`config.mk`:
```
export PLATFORM = sky130hd
export DESIGN_NAME = enigma_tx_formatter_flat
export DESIGN_NICKNAME = d
export VERILOG_FILES = /design/src/rtl/enigma_pkg.sv /design/src/rtl/enigma_tx_formatter_if.sv /design/src/rtl/enigma_char_fifo.sv /design/src/rtl/enigma_tx_formatter.sv /design/src/flat_wrapper.sv
export SDC_FILE = /design/constraint.sdc
export NUM_CORES = 1
export LEC_CHECK = 0
export ABC_AREA = 0
export CAP_MARGIN = 15
export CORE_UTILIZATION = 35
export CTS_CLUSTER_DIAMETER = 40
export DETAILED_ROUTE_END_ITERATION = 10
export PLACE_DENSITY = 0.61
export SLEW_MARGIN = 0
export SYNTH_ARGS = -nofsm -noshare
export SYNTH_HDL_FRONTEND = slang
export SYNTH_SLANG_ARGS = --single-unit
```
`constraint.sdc`:
```
create_clock -name clk -period 7.83 [get_ports clk]
set_input_delay 0.783 -clock clk [delete_from_list [all_inputs] [get_ports clk]]
set_output_delay 0.783 -clock clk [all_outputs]
set_load 0.02 [all_outputs]
```
`src/rtl/enigma_pkg.sv`:
```
// +----------------------------------------------------------------------+
// | enigma_pkg: ASCII constants and formatter FSM state encoding. Rev 1.0 |
// +----------------------------------------------------------------------+
`default_nettype none

package enigma_pkg;

  localparam logic [7:0] ASCII_A  = 8'h41;
  localparam logic [7:0] ASCII_SP = 8'h20;
  localparam logic [7:0] ASCII_CR = 8'h0D;
  localparam logic [7:0] ASCII_LF = 8'h0A;

  typedef enum logic [2:0] {
    IDLE      = 3'd0,
    WAIT_CHAR = 3'd1,
    SEND_SP   = 3'd2,
    WAIT_SP   = 3'd3,
    SEND_CR   = 3'd4,
    WAIT_CR   = 3'd5,
    SEND_LF   = 3'd6,
    WAIT_LF   = 3'd7
  } fmt_state_t;

  // Out-of-range indices are deliberately not clamped.
  function automatic logic [7:0] idx_to_ascii(input logic [4:0] idx);
    return {3'b000, idx} + ASCII_A;
  endfunction

endpackage

`default_nettype wire

```
`src/rtl/enigma_tx_formatter_if.sv`:
```
// +----------------------------------------------------------------------+
// | enigma_tx_formatter_if: cipher input, uart_tx link and status. Rev 1.0|
// +----------------------------------------------------------------------+
`default_nettype none

interface enigma_tx_formatter_if #(
  parameter int FIFO_DEPTH = 16
);
  logic                          clear_fmt;
  logic                          valid_in;
  logic [4:0]                    char_in;
  logic                          tx_busy;
  logic                          tx_done;
  logic                          tx_start;
  logic [7:0]                    tx_data;
  logic [$clog2(FIFO_DEPTH):0]   fifo_count;
  logic                          overflow;
  logic                          idle;

  modport master (
    input  clear_fmt, valid_in, char_in, tx_busy, tx_done,
    output tx_start, tx_data, fifo_count, overflow, idle
  );

  modport slave (
    output clear_fmt, valid_in, char_in, tx_busy, tx_done,
    input  tx_start, tx_data, fifo_count, overflow, idle
  );
endinterface

`default_nettype wire

```
`src/rtl/enigma_char_fifo.sv`:
```
// +----------------------------------------------------------------------+
// | enigma_char_fifo: first-word-fall-through character FIFO.   Rev 1.0  |
// +----------------------------------------------------------------------+
`default_nettype none

module enigma_char_fifo #(
  parameter int FIFO_DEPTH = 16,
  parameter int WIDTH      = 5
) (
  input  wire logic                        clk,
  input  wire logic                        rst,
  input  wire logic                        push,
  input  wire logic                        pop,
  input  wire logic                        flush,
  input  wire logic [WIDTH-1:0]            din,
  output logic      [WIDTH-1:0]            dout,
  output logic                             full,
  output logic                             empty,
  output logic      [$clog2(FIFO_DEPTH):0] count
);
  localparam int             c_aw    = $clog2(FIFO_DEPTH);
  localparam logic [c_aw:0]  c_depth = (c_aw + 1)'(FIFO_DEPTH);

  logic [WIDTH-1:0] r_mem [FIFO_DEPTH];
  logic [c_aw-1:0]  r_wr_ptr;
  logic [c_aw-1:0]  r_rd_ptr;
  logic [c_aw:0]    r_count;
  logic             w_do_push;
  logic             w_do_pop;

  assign full      = (r_count == c_depth);
  assign empty     = (r_count == '0);
  assign count     = r_count;
  assign dout      = r_mem[r_rd_ptr];
  assign w_do_pop  = pop && !empty && !flush;
  // A full FIFO still accepts a write when the head leaves in the same cycle.
  assign w_do_push = push && !flush && (!full || w_do_pop);

  always_ff @(posedge clk) begin
    if (w_do_push) r_mem[r_wr_ptr] <= din;
  end

  always_ff @(posedge clk or posedge rst) begin
    if (rst) begin
      r_wr_ptr <= '0;
      r_rd_ptr <= '0;
      r_count  <= '0;
    end else if (flush) begin
      r_wr_ptr <= '0;
      r_rd_ptr <= '0;
      r_count  <= '0;
    end else begin
      if (w_do_push) r_wr_ptr <= r_wr_ptr + 1'b1;
      if (w_do_pop)  r_rd_ptr <= r_rd_ptr + 1'b1;
      case ({w_do_push, w_do_pop})
        2'b10:   r_count <= r_count + 1'b1;
        2'b01:   r_count <= r_count - 1'b1;
        default: r_count <= r_count;
      endcase
    end
  end

endmodule

`default_nettype wire

```
`src/rtl/enigma_tx_formatter.sv`:
```
// +----------------------------------------------------------------------+
// | enigma_tx_formatter: buffers cipher indices, emits grouped ASCII.    |
// | Rev 1.0                                                              |
// +----------------------------------------------------------------------+
`default_nettype none

module enigma_tx_formatter
  import enigma_pkg::*;
#(
  parameter int FIFO_DEPTH      = 16,
  parameter int GROUP_LEN       = 5,
  parameter int GROUPS_PER_LINE = 6
) (
  input wire logic               clk,
  input wire logic               rst,
  enigma_tx_formatter_if.master  bus
);
  localparam int c_cw  = $clog2(FIFO_DEPTH) + 1;
  localparam int c_chw = $clog2(GROUP_LEN + 1);
  localparam int c_gw  = $clog2(GROUPS_PER_LINE + 1);
  localparam logic [c_chw-1:0] c_char_last = c_chw'(GROUP_LEN - 1);
  localparam logic [c_gw-1:0]  c_grp_last  = c_gw'(GROUPS_PER_LINE - 1);

  fmt_state_t        r_state;
  logic [c_chw-1:0]  r_char_cnt;
  logic [c_gw-1:0]   r_grp_cnt;
  logic              r_abort;
  logic              r_tx_start;
  logic [7:0]        r_tx_data;
  logic              r_overflow;
  logic              r_idle;

  logic [4:0]        w_head;
  logic              w_full;
  logic              w_empty;
  logic [c_cw-1:0]   w_count;
  logic [c_cw-1:0]   w_count_next;
  logic              w_empty_next;
  logic              w_pop;
  logic              w_push;
  logic              w_drop;
  logic              w_abort_now;

  assign w_pop        = (r_state == IDLE) && !w_empty && !bus.tx_busy && !bus.clear_fmt;
  assign w_push       = bus.valid_in && !bus.clear_fmt && (!w_full || w_pop);
  assign w_drop       = bus.valid_in && !bus.clear_fmt && w_full && !w_pop;
  assign w_count_next = bus.clear_fmt ? '0 : (w_count + c_cw'(w_push) - c_cw'(w_pop));
  assign w_empty_next = (w_count_next == '0);
  // A clear seen while a byte is in flight cancels any separator that byte would trigger.
  assign w_abort_now  = r_abort || bus.clear_fmt;

  enigma_char_fifo #(
    .FIFO_DEPTH (FIFO_DEPTH),
    .WIDTH      (5)
  ) u_fifo (
    .clk   (clk),
    .rst   (rst),
    .push  (w_push),
    .pop   (w_pop),
    .flush (bus.clear_fmt),
    .din   (bus.char_in),
    .dout  (w_head),
    .full  (w_full),
    .empty (w_empty),
    .count (w_count)
  );

  always_ff @(posedge clk or posedge rst) begin
    if (rst) begin
      r_state    <= IDLE;
      r_char_cnt <= '0;
      r_grp_cnt  <= '0;
      r_abort    <= 1'b0;
      r_tx_start <= 1'b0;
      r_tx_data  <= 8'h00;
      r_overflow <= 1'b0;
      r_idle     <= 1'b1;
    end else begin
      r_tx_start <= 1'b0;
      r_idle     <= 1'b0;
      if (bus.clear_fmt) begin
        r_char_cnt <= '0;
        r_grp_cnt  <= '0;
        r_overflow <= 1'b0;
      end else if (w_drop) begin
        r_overflow <= 1'b1;
      end

      case (r_state)
        IDLE: begin
          r_abort <= 1'b0;
          if (w_pop) begin
            r_tx_data  <= idx_to_ascii(w_head);
            r_tx_start <= 1'b1;
            r_state    <= WAIT_CHAR;
          end else begin
            r_idle <= w_empty_next;
          end
        end
        WAIT_CHAR: begin
          if (bus.tx_done) begin
            r_abort <= 1'b0;
            if (w_abort_now) begin
              r_state <= IDLE;
              r_idle  <= w_empty_next;
            end else if (r_char_cnt == c_char_last) begin
              r_char_cnt <= '0;
              if (r_grp_cnt == c_grp_last) begin
                r_grp_cnt <= '0;
                r_state   <= SEND_CR;
              end else begin
                r_grp_cnt <= r_grp_cnt + c_gw'(1);
                r_state   <= SEND_SP;
              end
            end else begin
              r_char_cnt <= r_char_cnt + c_chw'(1);
              r_state    <= IDLE;
              r_idle     <= w_empty_next;
            end
          end else if (bus.clear_fmt) begin
            r_abort <= 1'b1;
          end
        end
        SEND_SP: begin
          if (bus.clear_fmt) begin
            r_state <= IDLE;
            r_idle  <= w_empty_next;
          end else if (!bus.tx_busy) begin
            r_tx_data  <= ASCII_SP;
            r_tx_start <= 1'b1;
            r_state    <= WAIT_SP;
          end
        end
        SEND_CR: begin
          if (bus.clear_fmt) begin
            r_state <= IDLE;
            r_idle  <= w_empty_next;
          end else if (!bus.tx_busy) begin
            r_tx_data  <= ASCII_CR;
            r_tx_start <= 1'b1;
            r_state    <= WAIT_CR;
          end
        end
        SEND_LF: begin
          if (bus.clear_fmt) begin
            r_state <= IDLE;
            r_idle  <= w_empty_next;
          end else if (!bus.tx_busy) begin
            r_tx_data  <= ASCII_LF;
            r_tx_start <= 1'b1;
            r_state    <= WAIT_LF;
          end
        end
        WAIT_CR: begin
          if (bus.tx_done) begin
            r_abort <= 1'b0;
            if (w_abort_now) begin
              r_state <= IDLE;
              r_idle  <= w_empty_next;
            end else begin
              r_state <= SEND_LF;
            end
          end else if (bus.clear_fmt) begin
            r_abort <= 1'b1;
          end
        end
        WAIT_SP, WAIT_LF: begin
          if (bus.tx_done) begin
            r_abort <= 1'b0;
            r_state <= IDLE;
            r_idle  <= w_empty_next;
          end
        end
        default: r_state <= IDLE;
      endcase
    end
  end

  assign bus.tx_start   = r_tx_start;
  assign bus.tx_data    = r_tx_data;
  assign bus.fifo_count = w_count;
  assign bus.overflow   = r_overflow;
  assign bus.idle       = r_idle;

endmodule

`default_nettype wire

```
`src/flat_wrapper.sv`:
```
// flat-port wrapper written by rule: the top's interface ports become plain ports
module enigma_tx_formatter_flat import enigma_pkg::*;
#(
  parameter int FIFO_DEPTH      = 16,
  parameter int GROUP_LEN       = 5,
  parameter int GROUPS_PER_LINE = 6
)
  (clk, rst, bus_clear_fmt, bus_valid_in, bus_char_in, bus_tx_busy, bus_tx_done, bus_tx_start, bus_tx_data, bus_fifo_count, bus_overflow, bus_idle);
  enigma_tx_formatter_if #(.FIFO_DEPTH(FIFO_DEPTH)) bus_i ();
  input wire logic clk;
  input wire logic rst;
  input wire logic [$bits(bus_i.clear_fmt)-1:0] bus_clear_fmt;
  input wire logic [$bits(bus_i.valid_in)-1:0] bus_valid_in;
  input wire logic [$bits(bus_i.char_in)-1:0] bus_char_in;
  input wire logic [$bits(bus_i.tx_busy)-1:0] bus_tx_busy;
  input wire logic [$bits(bus_i.tx_done)-1:0] bus_tx_done;
  output wire logic [$bits(bus_i.tx_start)-1:0] bus_tx_start;
  output wire logic [$bits(bus_i.tx_data)-1:0] bus_tx_data;
  output wire logic [$bits(bus_i.fifo_count)-1:0] bus_fifo_count;
  output wire logic [$bits(bus_i.overflow)-1:0] bus_overflow;
  output wire logic [$bits(bus_i.idle)-1:0] bus_idle;
  assign bus_i.clear_fmt = bus_clear_fmt;
  assign bus_i.valid_in = bus_valid_in;
  assign bus_i.char_in = bus_char_in;
  assign bus_i.tx_busy = bus_tx_busy;
  assign bus_i.tx_done = bus_tx_done;
  assign bus_tx_start = bus_i.tx_start;
  assign bus_tx_data = bus_i.tx_data;
  assign bus_fifo_count = bus_i.fifo_count;
  assign bus_overflow = bus_i.overflow;
  assign bus_idle = bus_i.idle;
  enigma_tx_formatter #(.FIFO_DEPTH(FIFO_DEPTH), .GROUP_LEN(GROUP_LEN), .GROUPS_PER_LINE(GROUPS_PER_LINE)) u_core (.clk(clk), .rst(rst), .bus(bus_i));
endmodule
```
==> metrics.md, run 1 <==
| Metric | Value |
|---|---|
| Combinational Power Share | between 20% and 30% |
| Initial antenna violation count | 0 |
| Post-synthesis register bit count | 113 |
| CTS tree | yes |
| Async S/R FF share, synth | 29.2% |
| Crit path largest cell delay | about 460 ps |
| FMAX | 0.273 GHz |
| Gp weighted congestion | 0.747 |
| H-tree level count | 4 |
| Setup TNS Final | 0 ps |
| Worst endpoint required time | ~8200 ps |
| WL/cell | between 15 and 20 um |
| Max Buffers Root-to-Sink | 2 |
| # IOs | 27 |
| Clock Skew | 8.26 ps |
| Mapped cell area | approximately 5300 um2 |
| Antenna diodes | 0 |
| RSZ-0062 raised after global routing | false |
| Mean Syn Cell Area | around 14 um2 |
| # hold bufs at CTS | 0 |
| Final WL | 10500 um |
| Minimum clock period after layout | between 3000 and 4000 ps |
| Clk_lat worst skew | 410 ps |
| Peak VDD IR | 0.000150 V |
| Synthesis Warnings | 0 |
| Initial core utilization | 36.0% |
| Max-slew violation count | 0 |
| Slowest cell on crit path | clkdlybuf4s50_1 |
| Leak | 0.00229 uW |
| Net switching fraction of the power | 29.5% |
| Final hold vios | 0 |
| Total Power | between 2000 and 2500 uW |
| Status | finished, violations left |
| TritonRoute pass-1 iters | 7 |
| Synthesized Nets | 411 |
| CTS root buf | clkbuf_16 |
| Yosys cell types | 57 |
| Via count | 3132 |
| Clock power share | 36.1% |
| Worst relative slew slack | 36.8% |
| Ranking of synthesized cells by area | edfxtp_1 46%, dfrtp_1 15%, ha_1 4.0% |
| Power Internal | 1460 uW |
| Fraction of layout cells with a size suffix above 1 | between 10% and 20% |
| Synth-to-layout area growth | 18.6% |
| Vias per cell | 5.14 |
| Register area share after synthesis | 61.2% |
| # setup viols final | 0 |
| Synth top area share | 45.5% |
| DRC viols | 6 |
| Number of buffers added for setup after CTS | 0 |
| MaxCap Viol Count | 0 |
| Crit Path Class | in2reg |
| Final worst-path cycle share | a little under half |
| Endpoint class of the critical path | flip-flop |
| Die Y | about 120 um |
| Worst-Margin Slew | roughly 950 ps |
| CP Cell Sequence | clkdlybuf4s50_1 > nor4_2 > nand2b_1 > nor2_1 > ha_1 > inv_1 > ha_1 > inv_1 > fa_1 > xnor2_1 > nor4b_1 > a31oi_1 > a211oi_1 |
| IO Port Bufs | 25 |
| Total grt overflow | 0 |
| First-pass GRT wire length | between 15000 and 20000 um |
| Total CTS buffers | 17 |
| Critical Path Source Type | primary input |
| Die width | 125 um |
| Final-stage net count | between 400 and 500 |
| Number of global-route vias before repair | 3224 |
| Place WS | 3730 ps |
| Flop pwr share | 37.2% |
| Post-CTS Resized | 0 |
| Number of synthesized flops with an enable pin | 80 |
| Core Area | 14600 um2 |
| Net switching power | 612 uW |
| DPL Wire Length | ~7200 um |
| Power Dens Cells | 331 nW/um2 |
| Antenna viol nets, final | 0 |
| GRT Resource Usage Total | 14.7% |
| Setup ws final | 4160 ps |
| Critical Path AT | 3990 ps |
| Post-synth top area cell | edfxtp_1 |
| FP Rows | 44 |
| Top FF cell, synth | edfxtp_1 |
| DIE AREA | around 16000 um2 |
| Clock-pin slew on the worst setup and hold paths | 50 ps |
| Largest net degree at the start of global routing | 34 |
| Gate count after technology mapping | 381 |
| Initial DRC count | 180 |
| Worst min path class | reg2reg |
| Crit path max fanout | 6 |
| Failing checks | design-rule violations |
| Clock sink count | ~110 |
## synth_stat cells (all sizes together) (2+ instances only)
cell    count
a211oi      2
a21o        6
a21oi      14
a221o       2
a221oi      5
a22oi       4
a31oi       5
and2       10
and3        2
buf         9
clkbuf      6
dfrtp      32
edfxtp     80
fa          2
ha         17
inv        23
mux2        2
mux2i      10
mux4       16
nand2      25
nand2b      4
nand3       8
nand3b      3
nor2       27
nor2b       5
nor3        9
nor4        5
nor4b       2
o21a        2
o21ai      11
o31ai       4
or2         3
or3         2
xnor2      11
xor2        3
## per-layer routing
metal  GRT usage (%)  wire [um]
met2            23.2       5090
met5               0          0
met1            18.4       4570
met3            4.25        567
met4            7.70        242
## final timing paths
check,start,to,slack (ps),cells after the start
max,bus_tx_busy,u_core.bus.idle$_DFF_PP1_,4160,13
min,u_core.bus.tx_data[2]$_DFFE_PP0P_,u_core.bus.tx_data[2]$_DFFE_PP0P_,480,2
max reg2reg,u_core.u_fifo.count[2]$_DFFE_PP0P_,u_core.bus.idle$_DFF_PP1_,4310,14
min reg2reg,u_core.bus.tx_data[2]$_DFFE_PP0P_,u_core.bus.tx_data[2]$_DFFE_PP0P_,480,2
max in group asynchronous,rst,u_core.bus.idle$_DFF_PP1_,6730,3
min in group asynchronous,rst,u_core.r_state[1]$_DFFE_PP0P_,770,3
## cells in the final DEF, fill, tap and decap left out, types with 6 or more instances in the layout
cell,instances
edfxtp_1,80
dfrtp_1,32
nor2_1,27
nand2_1,25
clkdlybuf4s50_1,25
inv_1,22
ha_1,17
clkbuf_16,17
a21oi_1,14
xnor2_1,11
mux2i_1,10
and2_1,10
o21ai_1,9
nor3_1,9
mux4_1,8
mux4_2,8
a21o_1,6
## registers in the layout (all words and copies together) (netlist names)
signal and cells:
u_core.r_char_cnt 3, u_core.u_fifo.count 5, u_core.r_grp_cnt 3, u_core.u_fifo.r_rd_ptr 4
u_core.r_state 3, u_core.bus.idle 1, u_core.r_abort 1, u_core.u_fifo.r_mem 80
u_core.bus.tx_data 7, u_core.u_fifo.r_wr_ptr 4, u_core.bus.tx_start 1, u_core.bus.overflow 1
## kinds of logic (layout without fill, tap and decap cells)
family | Yosys count | in the layout | synth area share (%)
adders and majority gates | 19 | 19 | 4.79
DFF | 113 | 113 | 61.2
buffers and inverters | 38 | 82 | 3.49
xor gates and xnor gates | 14 | 14 | 2.32
and+or+nand+nor | 108 | 108 | 10.8
AOI/OAI and AO/OA | 60 | 60 | 7.61
other | 1 | 1 | 0.0711
muxes | 28 | 28 | 9.72
## power by group through the flow
stage / registers (uW) / clock network [uW] / logic (uW)
after floorplan: 783 / 0 / 394
after global placement: 783 / 0 / 546
after detailed placement: 785 / 0 / 556
after CTS: 773 / 761 / 560
after global routing: 782 / 791 / 611
final: 772 / 747 / 553
## stage by stage
step	cells	instance area (um2)	util, %	hold WS [ps]
after global routing	609	6260	42.7	502
after detailed placement	578	5680	38.8	476
after floorplan	381	5280	-	462
after global placement	578	5680	38.8	466
final	609	6260	42.7	479
after CTS	609	6260	42.7	487
## critical path: cells and delay by family
| kind | cells | cell delay (ps) |
|---|---|---|
| simple gates | 4 | 1270 |
| fa+ha+maj | 3 | 870 |
| buf+inv | 3 | 580 |
| compound gates | 2 | 370 |
| xor+xnor | 1 | 140 |
## final cells by class
class | instances | area, um2
clock buffer | 19 | 433
inverter | 23 | 86.3
sequential | 113 | 3230
fill | 1336 | 8390
timing repair buffer | 28 | 273
clock inverter | 12 | 143
tap | 184 | 230
multi-input combinational | 230 | 1860
Power figures use the tool's default switching activity.
==> run 2: changes to the inputs <==
--- a/config.mk
+++ b/config.mk
@@ -10,7 +10,7 @@
 export CORE_UTILIZATION = 35
 export CTS_CLUSTER_DIAMETER = 40
 export DETAILED_ROUTE_END_ITERATION = 10
-export PLACE_DENSITY = 0.61
+export PLACE_DENSITY = 0.63
 export SLEW_MARGIN = 0
 export SYNTH_ARGS = -nofsm -noshare
 export SYNTH_HDL_FRONTEND = slang
==> constraint.sdc (replaced) <==
create_clock -name clk -period 3.07 [get_ports clk]
set_input_delay 0.307 -clock clk [delete_from_list [all_inputs] [get_ports clk]]
set_output_delay 0.307 -clock clk [all_outputs]
set_load 0.02 [all_outputs]
==> run 2 against run 1 <==
The flow still finishes with violations (design-rule violations). Clock skew is 0.80 ps higher. Worst hold slack worse by 190 ps. Utilization is 1.5 points higher. Critical path type is now reg2reg.
==> metrics.md, run 2 (synthesis results as in run 1) <==
| Metric | Value |
|---|---|
| Status | finished, violations left (unchanged) |
| Failing checks | design-rule violations (unchanged) |
| IO Port Bufs | 25 (unchanged) |
| Layout Cells excl Fill | 634 (was 609) |
| Final worst-path cycle share | 91.3% |
| Final WL | 11000 um (was 10500 um) |
| Clock sink count | 113 (unchanged) |
| Setup ws final | 268 ps (was 4160 ps) |
| Via count | 3269 (was 3132) |
| Fraction of layout cells with a size suffix above 1 | 17.6% (was 11.1%) |
| Total Power | 5480 uW (was 2070 uW) |
| Critical Path AT | 3090 ps (was 3990 ps) |
| Minimum clock period after layout | 2800 ps |
| Reg2reg end | u_core.u_fifo.count[4]$_DFFE_PP0P_ (was u_core.bus.idle$_DFF_PP1_) |
| Fillers | 1320 (was 1336) |
| FP Rows | 44 (unchanged) |
| TritonRoute pass-1 iters | 7 (unchanged) |
| # setup viols final | 0 (unchanged) |
| Worst relative slew slack | 47.5% (was 36.8%) |
| CTS tree | yes (unchanged) |
| H-tree level count | 4 (unchanged) |
| Most flop-heavy register | u_core.u_fifo.r_mem (unchanged) |
| Worst endpoint required time | 3360 ps (was 8150 ps) |
| Gp weighted congestion | 0.777 (was 0.747) |
| Initial core utilization | 36.0% (unchanged) |
| DPL Wire Length | 7550 um (was 7150 um) |
| Worst Setup SP | u_core.u_fifo.count[2]$_DFFE_PP0P_ (was bus_tx_busy) |
| Peak VDD IR | 0.000448 V (was 0.000150 V) |
| Crit path max fanout | 5 (was 6) |
| # IOs | 27 (unchanged) |
| Endpoint class of the critical path | flip-flop (unchanged) |
| Reg2Reg Depth | 15 (was 14) |
| Initial antenna violation count | 0 (unchanged) |
| Worst min path class | in2async (was reg2reg) |
| GRT Resource Usage Total | 15.4% (was 14.7%) |
| Final-stage net count | 467 (was 443) |
| Storage cell area | 3230 um2 (unchanged) |
| Max Buffers Root-to-Sink | 2 (unchanged) |
| Final hold vios | 0 (unchanged) |
| Synth-to-layout area growth | 22.7% (was 18.6%) |
| Place WS | -59.8 ps (was 3730 ps) |
| Die Y | 125 um (unchanged) |
| R2R Setup Slk | 270 ps (was 4310 ps) |
| Critical Path Source Type | flip-flop (was primary input) |
| FMAX | 0.357 GHz |
| DRC viols | 6 (unchanged) |
| Antenna diodes | 0 (unchanged) |
| Initial DRC count | 279 (was 180) |
| Power Dens Cells | 847 nW/um2 (was 331 nW/um2) |
| Leak | 0.00243 uW (was 0.00229 uW) |
| Total CTS buffers | 17 (unchanged) |
| DIE AREA | 15600 um2 (unchanged) |
| Setup crit end | u_core.u_fifo.count[4]$_DFFE_PP0P_ (was u_core.bus.idle$_DFF_PP1_) |
| Crit Path Class | reg2reg (was in2reg) |
| Number of global-route vias before repair | 3329 (was 3224) |
| Commonest non-fill, non-tap cell in the layout | edfxtp_1 (unchanged) |
| Max-slew violation count | 0 (unchanged) |
| Antenna viol nets, final | 0 (unchanged) |
| MaxCap Viol Count | 0 (unchanged) |
| Clk_lat worst skew | 410 ps (about the same) |
| WL/cell | 17.4 um (was 17.2 um) |
| Multi-input gate area | 1900 um2 (was 1860 um2) |
| Placed cells | 601 (was 578) |
| Total grt overflow | 0 (unchanged) |
| Clock-pin slew on the worst setup and hold paths | 60 ps (was 50 ps) |
| CTS root buf | clkbuf_16 (unchanged) |
| RSZ-0062 raised after global routing | true (was false) |
| # hold bufs at CTS | 0 (unchanged) |
| Vias per cell | 5.16 (was 5.14) |
| Die width | 125 um (unchanged) |
| Clock Skew | 9.07 ps (was 8.26 ps) |
| Most frequent cells in the layout | 80 x edfxtp_1, 32 x dfrtp_1, 26 x nor2_1, 26 x buf_4 (was 80 x edfxtp_1, 32 x dfrtp_1, 27 x nor2_1, 25 x nand2_1, 25 x clkdlybuf4s50_1) |
| First-pass GRT wire length | 18000 um (was 17100 um) |
| Largest register FFs | 80 (unchanged) |
| Worst-Margin Slew | 781 ps (was 948 ps) |
| Core Area | 14600 um2 (unchanged) |
| FF-to-FF Start | u_core.u_fifo.count[2]$_DFFE_PP0P_ (unchanged) |
| Largest net degree at the start of global routing | 34 (unchanged) |
-- run 2: worst max-delay path, stage by stage, from the launching register on --
cell and delay [ps]:
dfrtp_1 370, inv_1 90, ha_2 190, nor4b_4 220
nand2b_4 180, buf_4 100, buf_4 140, nor3_1 70
buf_4 160, fa_1 400, a21o_1 180, a21oi_2 150
nor3_1 60, a31oi_1 180, xor2_1 150, nor2_1 50
-- run 2: how the worst min path moves through the flow --
stage | start | endpoint | slack, ps
2_1_floorplan | bus_char_in[0] | u_core.u_fifo.r_mem[0][0]$_DFFE_PP_ | 410
3_3_place_gp | u_core.bus.tx_data[6]$_DFFE_PP0P_ | u_core.bus.tx_data[6]$_DFFE_PP0P_ | 460
3_5_place_dp | u_core.bus.tx_data[6]$_DFFE_PP0P_ | u_core.bus.tx_data[6]$_DFFE_PP0P_ | 470
4_1_cts | rst | u_core.u_fifo.r_rd_ptr[1]$_DFFE_PP0P_ | 290
5_1_grt | rst | u_core.r_state[1]$_DFFE_PP0P_ | 340
6_report | rst | u_core.r_state[0]$_DFFE_PP0P_ | 290
-- run 2: per-layer routing --
layer | wire [um] | part of all wire [%] | vias up | GRT usage, %
li1 | - | - | 1545 | -
met1 | 5090 | 46 | 1646 | 19.3
met2 | 5370 | 49 | 71 | 25.0
met3 | 467 | 4.2 | 7 | 4.94
met4 | 91 | 0.83 | 0 | 5.30
met5 | 0 | 0 | - | 0
-- run 2: power by group --
| group | switching [uW] | internal (uW) |
|---|---|---|
| sequential | 106 | 1770 |
| combinational | 862 | 874 |
| clock | 689 | 1180 |
| total | 1660 | 3830 |
-- run 2: through the flow --
step,utilization [%],area [um2],TNS [ps],hold slack [ps]
final,44.2,6480,0,290
after global placement,40.1,5870,0,461
after floorplan,-,5280,0,406
after detailed placement,40.1,5870,-59.8,472
after global routing,44.2,6480,-8.81,343
after CTS,44.0,6440,0,294
-- run 2: layout make-up --
class / instances / share of cell area, %
clock buffer: 17 / 6.57
clock inverter: 15 / 2.20
inverter: 23 / 1.33
multi-input combinational: 230 / 29.3
sequential: 113 / 49.9
tap: 184 / 3.55
timing repair buffer: 52 / 7.19
-- run 2: timing repair --
action	4_1_cts	5_1_grt
gates resized for setup	0	6
buffers inserted	0	1
setup endpoints to repair	0	2
==> run 3: changes to the inputs <==
--- a/config.mk
+++ b/config.mk
@@ -6,12 +6,14 @@
 export NUM_CORES = 1
 export LEC_CHECK = 0
 export ABC_AREA = 0
+export ABC_CLOCK_PERIOD_IN_PS = 3070
 export CAP_MARGIN = 15
 export CORE_UTILIZATION = 35
 export CTS_CLUSTER_DIAMETER = 40
 export DETAILED_ROUTE_END_ITERATION = 10
 export PLACE_DENSITY = 0.63
-export SLEW_MARGIN = 0
+export RECOVER_POWER = 25
+export SLEW_MARGIN = 20
 export SYNTH_ARGS = -nofsm -noshare
 export SYNTH_HDL_FRONTEND = slang
 export SYNTH_SLANG_ARGS = --single-unit
==> run 3 against run 2 <==
The flow finishes with violations (design-rule violations, max-capacitance violations, max-slew violations). Utilization is essentially flat. Largest cell class unchanged. Clock power is essentially flat. First-iteration DRC count is the same. Sequential share of layout area is essentially flat. Combinational power is essentially flat. Sequential power is essentially flat. Worst hold slack gained 190 ps. Highest routed layer unchanged. Count of clock-buffer cells in the layout is the same. Die area is the same. Via count is essentially flat. Flip-flop and latch count is the same. Non-clock buffer count is the same.
==> metrics.md, run 3 (synthesis results as in run 1) <==
| Metric | Value |
|---|---|
| Most frequent cells in the layout | 80 x edfxtp_1, 32 x dfrtp_1, 26 x nor2_1, 25 x nand2_1, 25 x buf_4 (was 80 x edfxtp_1, 32 x dfrtp_1, 26 x nor2_1, 26 x buf_4) |
| Combinational Power Share | 31.6% (was 31.7%) |
| Placed cells | 601 (unchanged) |
| Vias per cell | 5.16 (about the same) |
| Net switching power | 1660 uW (about the same) |
| Fraction of layout cells with a size suffix above 1 | 17.3% (was 17.6%) |
| Worst-Margin Slew | 1830 ps (was 781 ps) |
| Gp weighted congestion | 0.777 (unchanged) |
| Number of global-route vias before repair | 3329 (unchanged) |
| Final-stage net count | 467 (unchanged) |
| Worst endpoint required time | 3360 ps (about the same) |
| GRT Resource Usage Total | 15.4% (unchanged) |
| Core Util, Final | 44.2% (about the same) |
| First-pass GRT wire length | 18000 um (unchanged) |
| CTS root buf | clkbuf_16 (unchanged) |
| Via count | 3270 (was 3269) |
| WL/cell | 17.4 um (about the same) |
| Clock-pin slew on the worst setup and hold paths | 60 ps (about the same) |
| Layout Cells excl Fill | 634 (unchanged) |
| Peak VDD IR | 0.000448 V (about the same) |
| Die width | 125 um (unchanged) |
| Final hold vios | 0 (unchanged) |
| Largest register FFs | 80 (unchanged) |
| Crit path max fanout | 5 (unchanged) |
| Total grt overflow | 0 (unchanged) |
| DRC viols | 6 (unchanged) |
| Clock Skew | 9.07 ps (about the same) |
| Max-slew violation count | 34 (was 0) |
| Core Area | 14600 um2 (unchanged) |
| Net switching fraction of the power | 30.2% (about the same) |
| Status | finished, violations left (unchanged) |
| Final WL | 11000 um (about the same) |
| Total CTS buffers | 17 (unchanged) |
| Power Dens Cells | 847 nW/um2 (about the same) |
| Max Buffers Root-to-Sink | 2 (unchanged) |
| Leak | 0.00243 uW (about the same) |
| Clk_lat worst skew | 410 ps (about the same) |
| TritonRoute pass-1 iters | 7 (unchanged) |
| DPL Wire Length | 7550 um (unchanged) |
| Worst min path class | reg2reg (was in2async) |
| Final worst-path cycle share | 91.3% (about the same) |
| Largest net degree at the start of global routing | 34 (unchanged) |
| Worst relative slew slack | -22.3% (was 47.5%) |
| IO Port Bufs | 25 (unchanged) |
| Critical Path AT | 3090 ps (about the same) |
| # IOs | 27 (unchanged) |
| Synth-to-layout area growth | 22.7% (about the same) |
| H-tree level count | 4 (unchanged) |
| Initial DRC count | 279 (unchanged) |
| Power Internal | 3820 uW (was 3830 uW) |
| Flop pwr share | 34.2% (about the same) |
| # setup viols final | 0 (unchanged) |
| Die Y | 125 um (unchanged) |
| Crit Path Class | reg2reg (unchanged) |
| Antenna diodes | 0 (unchanged) |
| Most flop-heavy register | u_core.u_fifo.r_mem (unchanged) |
| MaxCap Viol Count | 1 (was 0) |
| Failing checks | design-rule violations, max-capacitance violations, max-slew violations (was design-rule violations) |
| FP Rows | 44 (unchanged) |
| RSZ-0062 raised after global routing | true (unchanged) |
| Endpoint class of the critical path | flip-flop (unchanged) |
| Initial antenna violation count | 0 (unchanged) |
| Minimum clock period after layout | 2800 ps (about the same) |
| Commonest non-fill, non-tap cell in the layout | edfxtp_1 (unchanged) |
| Critical Path Source Type | flip-flop (unchanged) |
| Antenna viol nets, final | 0 (unchanged) |
| Clock sink count | 113 (unchanged) |
| DIE AREA | 15600 um2 (unchanged) |
| FMAX | 0.357 GHz (about the same) |
| CTS tree | yes (unchanged) |
| Clock power share | 34.2% (about the same) |
| Initial core utilization | 36.0% (unchanged) |
-- run 3: changes by cell type in the layout (fill, tap and decap cells not counted), sizes merged --
| cell | before | now |
|---|---|---|
| clkbuf | 17 | 18 |
| clkdlybuf4s50 | 25 | 21 |
| dlygate4sd3 | 0 | 4 |
| buf | 27 | 26 |
-- run 3: timing repair --
item,in CTS,in global routing
gates resized for setup,0,6
hold buffers,0,0
buffers inserted,0,1
setup endpoints to repair,0,2
-- run 3: final timing paths --
path / end / slack (ps) / from / depth (start not counted)
max in group asynchronous: u_core.r_char_cnt[0]$_DFF_PP0_ / 1020 / rst / 3
worst max-delay path: u_core.u_fifo.count[4]$_DFFE_PP0P_ / 270 / u_core.u_fifo.count[2]$_DFFE_PP0P_ / 15
min in group asynchronous: u_core.r_state[0]$_DFFE_PP0P_ / 990 / rst / 3
worst min register to register: u_core.bus.tx_data[6]$_DFFE_PP0P_ / 480 / u_core.bus.tx_data[6]$_DFFE_PP0P_ / 1
worst max register to register: u_core.u_fifo.count[4]$_DFFE_PP0P_ / 270 / u_core.u_fifo.count[2]$_DFFE_PP0P_ / 15
worst min-delay path: u_core.bus.tx_data[6]$_DFFE_PP0P_ / 480 / u_core.bus.tx_data[6]$_DFFE_PP0P_ / 1
-- run 3: layer usage --
metal,routed length (um),share of wire (%),track usage [%],vias to the layer above
li1,-,-,-,1545
met1,5090,46,19.3,1648
met2,5380,49,25.0,70
met3,443,4.0,4.94,7
met4,91,0.83,5.30,0
met5,0,0,0,-
-- run 3: final cells by class --
cell class / instances / area [um2]
Fill cell: 1322 / 8170
Sequential cell: 113 / 3230
Multi-Input combinational cell: 230 / 1900
Timing Repair Buffer: 52 / 462
Clock buffer: 17 / 425
Tap cell: 184 / 230
Clock inverter: 15 / 143
Inverter: 23 / 86.3
-- run 3: critical path, cell delays in order, from the launching register on --
cell,delay [ps]
dfrtp_1,370
inv_1,90
ha_2,190
nor4b_4,220
nand2b_4,180
buf_4,100
buf_4,140
nor3_1,70
buf_4,160
fa_1,400
a21o_1,180
a21oi_2,150
nor3_1,60
a31oi_1,180
xor2_1,150
nor2_1,50
-- run 3: power by group through the flow --
stage	combinational [uW]	sequential, uW	clock [uW]
final	1730	1870	1870
after global routing	1910	1890	1970
after floorplan	1010	2000	0
after detailed placement	1690	1900	0
after global placement	1650	1890	0
after CTS	1700	1870	1900
-- run 3: metrics by stage --
stage	hold WS (ps)	power (uW)	worst slack, ps	setup TNS [ps]	area (um2)
floorplan	406	3010	15.7	0	5280
global placement	461	3550	31.9	0	5870
detailed placement	472	3580	-59.8	-59.8	5870
CTS	294	5460	13.7	0	6440
global route	512	5770	-8.81	-8.81	6470
finish	480	5480	268	0	6470
